<file path="src/rtl/serial_word_assembler.sv">
// Serial-to-parallel word assembler: collects N bits LSB-first (plus an optional
// parity bit) and hands the finished word downstream over a valid/ready pair.
module serial_word_assembler #(
  parameter int N          = 32,
  parameter int PARITY_EN  = 0,
  parameter int ODD_PARITY = 0
) (
  input  logic                   clk,
  input  logic                   rst,
  input  logic                   clr,
  input  logic                   bit_in,
  input  logic                   bit_valid,
  output logic                   bit_ready,
  output logic [N-1:0]           word_out,
  output logic                   word_valid,
  input  logic                   word_ready,
  output logic                   par_err,
  output logic [$clog2(N):0]     bit_cnt
);

  localparam int CW = $clog2(N) + 1;

  typedef enum logic [1:0] {
    COLLECT,
    PARITY,
    HOLD
  } state_t;

  state_t          state_q, state_d;
  logic [N-1:0]    sr_q, sr_d;
  logic [CW-1:0]   cnt_q, cnt_d;
  logic            perr_q, perr_d;
  logic            parity_expected;

  assign parity_expected = (^sr_q) ^ (ODD_PARITY != 0);

  always_comb begin
    state_d    = state_q;
    sr_d       = sr_q;
    cnt_d      = cnt_q;
    perr_d     = perr_q;
    bit_ready  = 1'b0;
    word_valid = 1'b0;

    case (state_q)
      COLLECT: begin
        bit_ready = 1'b1;
        if (bit_valid) begin
          sr_d  = {bit_in, sr_q[N-1:1]};
          cnt_d = cnt_q + 1'b1;
          if (cnt_q == CW'(N - 1)) begin
            state_d = (PARITY_EN != 0) ? PARITY : HOLD;
          end
        end
      end
      PARITY: begin
        bit_ready = 1'b1;
        if (bit_valid) begin
          perr_d  = (bit_in != parity_expected);
          state_d = HOLD;
        end
      end
      HOLD: begin
        word_valid = 1'b1;
        if (word_ready) begin
          state_d = COLLECT;
          cnt_d   = '0;
          perr_d  = 1'b0;
        end
      end
      default: begin
        state_d = COLLECT;
      end
    endcase

    // Clear wins over any bit or word transfer; a held word is simply dropped.
    if (clr) begin
      state_d = COLLECT;
      sr_d    = '0;
      cnt_d   = '0;
      perr_d  = 1'b0;
    end
  end

  always_ff @(posedge clk or negedge rst) begin
    if (!rst) begin
      state_q <= COLLECT;
      sr_q    <= '0;
      cnt_q   <= '0;
      perr_q  <= 1'b0;
    end else begin
      state_q <= state_d;
      sr_q    <= sr_d;
      cnt_q   <= cnt_d;
      perr_q  <= perr_d;
    end
  end

  assign word_out = sr_q;
  assign bit_cnt  = cnt_q;
  assign par_err  = (PARITY_EN != 0) && perr_q;

endmodule

</file>
<file path="config.mk">
export PLATFORM = sky130hd
export DESIGN_NAME = serial_word_assembler
export DESIGN_NICKNAME = d
export VERILOG_FILES = /design/src/rtl/serial_word_assembler.sv
export SDC_FILE = /design/constraint.sdc
export NUM_CORES = 1
export LEC_CHECK = 0
export CORE_ASPECT_RATIO = 0.9
export CORE_MARGIN = 5
export CORE_UTILIZATION = 46
export DETAILED_ROUTE_END_ITERATION = 6
export PLACE_DENSITY = 0.78
export SLEW_MARGIN = 10
export SYNTH_ARGS = -nofsm -noshare
export SYNTH_HDL_FRONTEND = slang
export SYNTH_SLANG_ARGS = --single-unit
</file>
<file path="constraint.sdc">
create_clock -name clk -period 1.65 [get_ports clk]
set_clock_uncertainty 0.15 [all_clocks]
set_input_delay 0.2475 -clock clk [delete_from_list [all_inputs] [get_ports clk]]
set_output_delay 0.2475 -clock clk [all_outputs]
set_load 0.01 [all_outputs]
</file>
==> flow_summary.ini, run 1 <==
[finish]
mostFrequentLayoutCells = nand2_1, dfrtp_1, a21oi_1
fillers = 294
finish.cell_count_without_fillers = 275
layout_commonest_cell = nand2_1
drive_above_1_share = 0.09524
synthToLayoutAreaGrowth_pct = 43.12
multiInputGateArea_um2 = 593.1
n_antenna_cell = 0
register_area_um2 = 975.9
fin_nets = 237

[placement]
place_congestion = 0.7256
placed_cells = 261
dp_hpwl_mm = 2.441
portBuffers = 45

[critical_path]
rrSetupSlack_ps = 80
r2r_start = state_q[1]$_DFFE_PN0P_
startpoint_type = flop
crit_buf_inv = 1
cp_cell_sequence = clkdlybuf4s50_1
crit_end = word_out[13]
r2r-end = bit_cnt[5]$_DFFE_PN0P_
crit_slowest_cell = clkdlybuf4s50_1
path_delay_family = buffers and inverters
r2r_cells = 4
max_stage_delay_ps = 550
startpoint = word_out[13]$_DFFE_PN0P_
required_ps = 1250
cp_data_arrival_time_ps = 1210
path_class = flop to output pin
crit_path_max_fanout = 3
end_kind = output pin
cp_num_cells = 1

[route]
first_pass_iters = 4
num_vias = 1401
drc = 0
drtIter0Drc = 119
viasPerCell = 5.095
wl_per_cell_um = 13.47
wl_mm = 3.704
antenna_left = 0

[logic_synthesis]
synthCells = 177
yosysWarnings = 0
syn_area_um2 = 1637
synth_enable_flop_cells = 0
avgSynthCellArea_um2 = 9.246
synth_cell_types = 27
synth_fp_nets = 184
ys_ff_latch = 39
ys_seq_area_frac = 0.5963
synth_flop_cell = dfrtp_1
synthArstFlopShare = 1.000

[floorplan]
dieArea_um2 = 4852
core_area_um2 = 3403
rows = 20
die_w_um = 72.88
ios = 47
die_h_um = 66.59
initial_utilization = 0.4809

[clocking]
clk_transition_reported_paths_ps = 80
cts_buffers = 5
clock-root-buffer = clkbuf_8
cts_max_level = 2
clk_path_buf_depth = 2
clock_sinks = 39
clock_latency_ps = 290
cts_tree = done

[grt]
grt_busiest_layer = met2
overflow = 0
grt_usage = 0.1707
grt_pass1_vias = 1313
grt_pass1_wl_mm = 6.368
antenna_found_initial = 0
grt_max_degree = 40
met1_usage = 0.2389
met2_usage = 0.2466
grt_use_met3 = 0.06335

[sta]
hold_violations = 0
hold_slack_ps = 352.9
layout_min_cycle_time_ps = 1608
setup_viol = 0
post-route-period-util = 0.9746
rsz0062_at_grt = no
slew_violations = 0
fmax_mhz = 621.8

[min_path]
hold_class = input port to flop

[flow_run]
cap_violations = 0

[pwr]
p_leak_nw = 1.393
power_per_cell_area_nw_per_um2 = 738.3
peakVddDrop_uv = 547.6

[run_status]
status = complete, no violations
==> cell type report <==
cell class / count / area share
Sequential cell: 39 / 0.4167
Inverter: 1 / 0.001603
Tap cell: 44 / 0.02350
Clock inverter: 2 / 0.005342
Multi-Input combinational cell: 124 / 0.2532
Timing Repair Buffer: 59 / 0.2687
Clock buffer: 6 / 0.03098
==> sequential cells by signal, indices dropped and copies added (netlist names) <==
name and flops:
state_q 1, word_out 32, bit_cnt 6
==> synth_stat cells, drive strengths merged, types with 2 or more instances <==
cell,n,area [µm²]
nand2b,2,20.02
dfrtp,39,975.9
nand2,67,251.5
clkbuf,8,30.03
a21boi,2,15.02
nand3,3,15.01
a21oi,34,170.2
nand3b,2,15.01
buf,5,33.78
o31ai,2,15.01
==> through the flow <==
stage	util	setup slack, ps	power, mW	setup TNS (ps)	cell area (µm²)
6_report	0.6882	41.87	1.729	0	2342
5_1_grt	0.6882	2.288	1.804	0	2342
4_1_cts	0.6691	4.338	1.750	0	2277
3_5_place_dp	0.6342	-111.0	1.114	-298.9	2158
3_3_place_gp	0.6342	-82.99	1.115	-210.7	2158
2_1_floorplan	-	94.07	1.044	0	1637
==> report_power, final <==
| group | switching [mW] | total, mW | internal (mW) |
|---|---|---|---|
| clock network | 0.334 | 0.630 | 0.295 |
| logic | 0.0808 | 0.133 | 0.0522 |
| registers | 0.00470 | 0.966 | 0.962 |
==> repair_timing <==
item,in CTS,in global routing
hold buffers,1,0
pin swaps,0,0
resized for setup,5,23
buffers inserted,4,1
endpoints found under the setup margin,8,24
hold endpoints to repair,39,0
==> cell families (layout without fill, tap and decap cells) <==
family / count (synthesis) / in the layout / synth area share
simple gates: 81 / 81 / 0.2156
compound gates: 39 / 39 / 0.1254
flops: 39 / 39 / 0.5963
buf+inv: 14 / 68 / 0.04128
fa+ha+maj: 1 / 1 / 0.007644
other cells: 1 / 1 / 0.002291
xor+xnor: 1 / 1 / 0.005353
mux: 1 / 1 / 0.006116
==> how the worst min path moves through the flow <==
stage / from / endpoint / cells past startpoint
final: bit_in / word_out[31]$_DFFE_PN0P_ / 3
after global routing: bit_in / word_out[31]$_DFFE_PN0P_ / 3
after CTS: bit_in / word_out[31]$_DFFE_PN0P_ / 3
after detailed placement: rst / bit_cnt[4]$_DFFE_PN0P_ / 2
after global placement: rst / bit_cnt[4]$_DFFE_PN0P_ / 2
after floorplan: rst / bit_cnt[0]$_DFFE_PN0P_ / 0
==> routing by layer <==
layer | vias up | wire, µm
met4 | 0 | 44
li1 | 679 | -
met3 | 5 | 311
met5 | - | 0
met1 | 671 | 1708
met2 | 46 | 1640
Power figures use the tool's default switching activity.
==> inputs of run 2 (changes only) <==
--- a/config.mk
+++ b/config.mk
@@ -7,9 +7,9 @@
 export LEC_CHECK = 0
 export CORE_ASPECT_RATIO = 0.9
 export CORE_MARGIN = 5
-export CORE_UTILIZATION = 46
+export CORE_UTILIZATION = 42
 export DETAILED_ROUTE_END_ITERATION = 6
-export PLACE_DENSITY = 0.78
+export PLACE_DENSITY = 0.75
 export SLEW_MARGIN = 10
 export SYNTH_ARGS = -nofsm -noshare
 export SYNTH_HDL_FRONTEND = slang
==> constraint.sdc (replaced) <==
create_clock -name clk -period 1.4 [get_ports clk]
set_clock_uncertainty 0.15 [all_clocks]
set_input_delay 0.21 -clock clk [delete_from_list [all_inputs] [get_ports clk]]
set_output_delay 0.21 -clock clk [all_outputs]
set_load 0.01 [all_outputs]
==> run 2 against run 1 <==
Net effect: first-iteration DRC count decreased by 50%; sequential power increased by 18%; via count increased by 4.6%; the run now ends with negative setup slack left; count of clock-buffer cells in the layout unchanged; largest power group unchanged.
==> flow_summary.ini, run 2 (synthesized netlist as in run 1, its figures left out) <==
[run_status]
status = finished, violations left
violations = negative setup slack

[route]
drc = 0
wl_per_cell_um = 14.80
wl_mm = 4.322
num_vias = 1465
first_pass_iters = 6
drtIter0Drc = 59
antenna_left = 0
viasPerCell = 5.017

[finish]
largest_reg_flops = 32
register_area_um2 = 979.7
fillers = 276
stdcell_area_um2 = 2701
utilization = 0.7240
n_antenna_cell = 0
drive_above_1_share = 0.3862
multiInputGateArea_um2 = 820.8
layout_commonest_cell = nand2_1
synthToLayoutAreaGrowth_pct = 65.06
mostFrequentLayoutCells = nand2_1, dfrtp_1, dlygate4sd2_1
fin_nets = 252

[pwr]
power_per_cell_area_nw_per_um2 = 915.4
pwr-share-comb = 0.093
p_sw_uw = 522.9
p_leak_nw = 1.303
p_sw_frac = 0.2114
totalPowerFinal_mw = 2.473
clock_power_share = 0.444
peakVddDrop_uv = 539.8
p_seq_frac = 0.462
p_int_mw = 1.950

[floorplan]
die_w_um = 75.80
core_area_um2 = 3731
initial_utilization = 0.4386
ios = 47
die_h_um = 69.22
rows = 21
dieArea_um2 = 5247

[clocking]
clk_path_buf_depth = 2
clock-root-buffer = clkbuf_8
clock_latency_ps = 280
clk_transition_reported_paths_ps = 80
cts_max_level = 2
cts_buffers = 5
cts_tree = done
clock_sinks = 39

[critical_path]
crit_slowest_cell = or4b_4
path_delay_family = simple AND/OR/NAND/NOR gates
required_ps = 1470
startpoint_type = flop
end_kind = flop
cp_data_arrival_time_ps = 1650
path_class = flop to flop
cp_cell_sequence = buf_6, ha_4, nand3b_1, or4b_4, a21oi_2
crit_path_max_fanout = 3
crit_buf_inv = 1
max_stage_delay_ps = 530

[sta]
rsz0062_at_grt = yes
setup_ws_ps = -181.0
hold_violations = 0
slew_violations = 0
setup_viol = 31
post-route-period-util = 1.129
fmax_mhz = 632.5
hold_slack_ps = 283.1
layout_min_cycle_time_ps = 1581
fin_tns_setup_ps = -1192

[grt]
grt_pass1_vias = 1473
grt_usage = 0.1659
antenna_found_initial = 0
overflow = 0
grt_pass1_wl_mm = 6.941
grt_max_degree = 40

[placement]
portBuffers = 45
place_congestion = 0.7384
dp_hpwl_mm = 2.570
dpl_cell_area_um2 = 2245

[min_path]
hold_class = input port to async pin

[flow_run]
cap_violations = 0
-- run 2: path summary, 6_finish.rpt --
| check | cells past startpoint | endpoint | from | slack, ps |
|---|---|---|---|---|
| worst max-delay path | 5 | state_q[1]$_DFFE_PN0P_ | bit_cnt[1]$_DFFE_PN0P_ | -180 |
| worst min-delay path | 3 | bit_cnt[3]$_DFFE_PN0P_ | rst | 280 |
| worst max register to register | 5 | state_q[1]$_DFFE_PN0P_ | bit_cnt[1]$_DFFE_PN0P_ | -180 |
| worst min register to register | 2 | word_out[0]$_DFFE_PN0P_ | word_out[0]$_DFFE_PN0P_ | 380 |
| max in group asynchronous | 3 | bit_cnt[0]$_DFFE_PN0P_ | rst | 610 |
| min in group clk | 2 | word_out[0]$_DFFE_PN0P_ | word_out[0]$_DFFE_PN0P_ | 380 |
-- run 2: final cells by class --
| cell class | count | area share |
|---|---|---|
| clock inverter | 2 | 0.02223 |
| inverter | 1 | 0.001390 |
| multi-input combinational | 124 | 0.3038 |
| timing repair buffer | 74 | 0.2617 |
| sequential | 39 | 0.3627 |
| clock buffer | 6 | 0.02686 |
| tap | 46 | 0.02131 |
-- run 2: per-stage QoR --
stage	cells	setup WS (ps)
after global routing	292	-244.9
after detailed placement	272	-265.0
final	292	-181.0
after CTS	286	-127.5
after global placement	272	-222.1
after floorplan	177	-130.0
-- run 2: worst min-delay path, cell delays in order --
cell and delay, ps:
dlygate4sd3_1 530, buf_2 130, buf_12 220
-- run 2: routing by layer --
layer | wire [µm] | global-route usage | part of all wire
met4 | 14 | 0.02913 | 0.0032
met5 | 0 | 0 | 0
met2 | 2163 | 0.2624 | 0.50
met1 | 1934 | 0.2303 | 0.45
met3 | 209 | 0.04203 | 0.048
-- run 2: power by group through the flow --
stage	Sequential (mW)	Combinational, mW	Clock [mW]
after floorplan	1.17	0.0660	0
after global placement	1.16	0.176	0
after detailed placement	1.16	0.177	0
after CTS	1.14	0.187	1.11
after global routing	1.14	0.252	1.18
final	1.14	0.231	1.10
-- run 2: timing repair --
item                                    in CTS  in global routing
gates resized for setup                     52                 83
pin swaps                                    1                 31
gates cloned                                 1                  2
setup buffers                                4                  6
hold buffers                                 1                  0
endpoints found under the hold margin       39                  0
endpoints found under the setup margin      46                 43
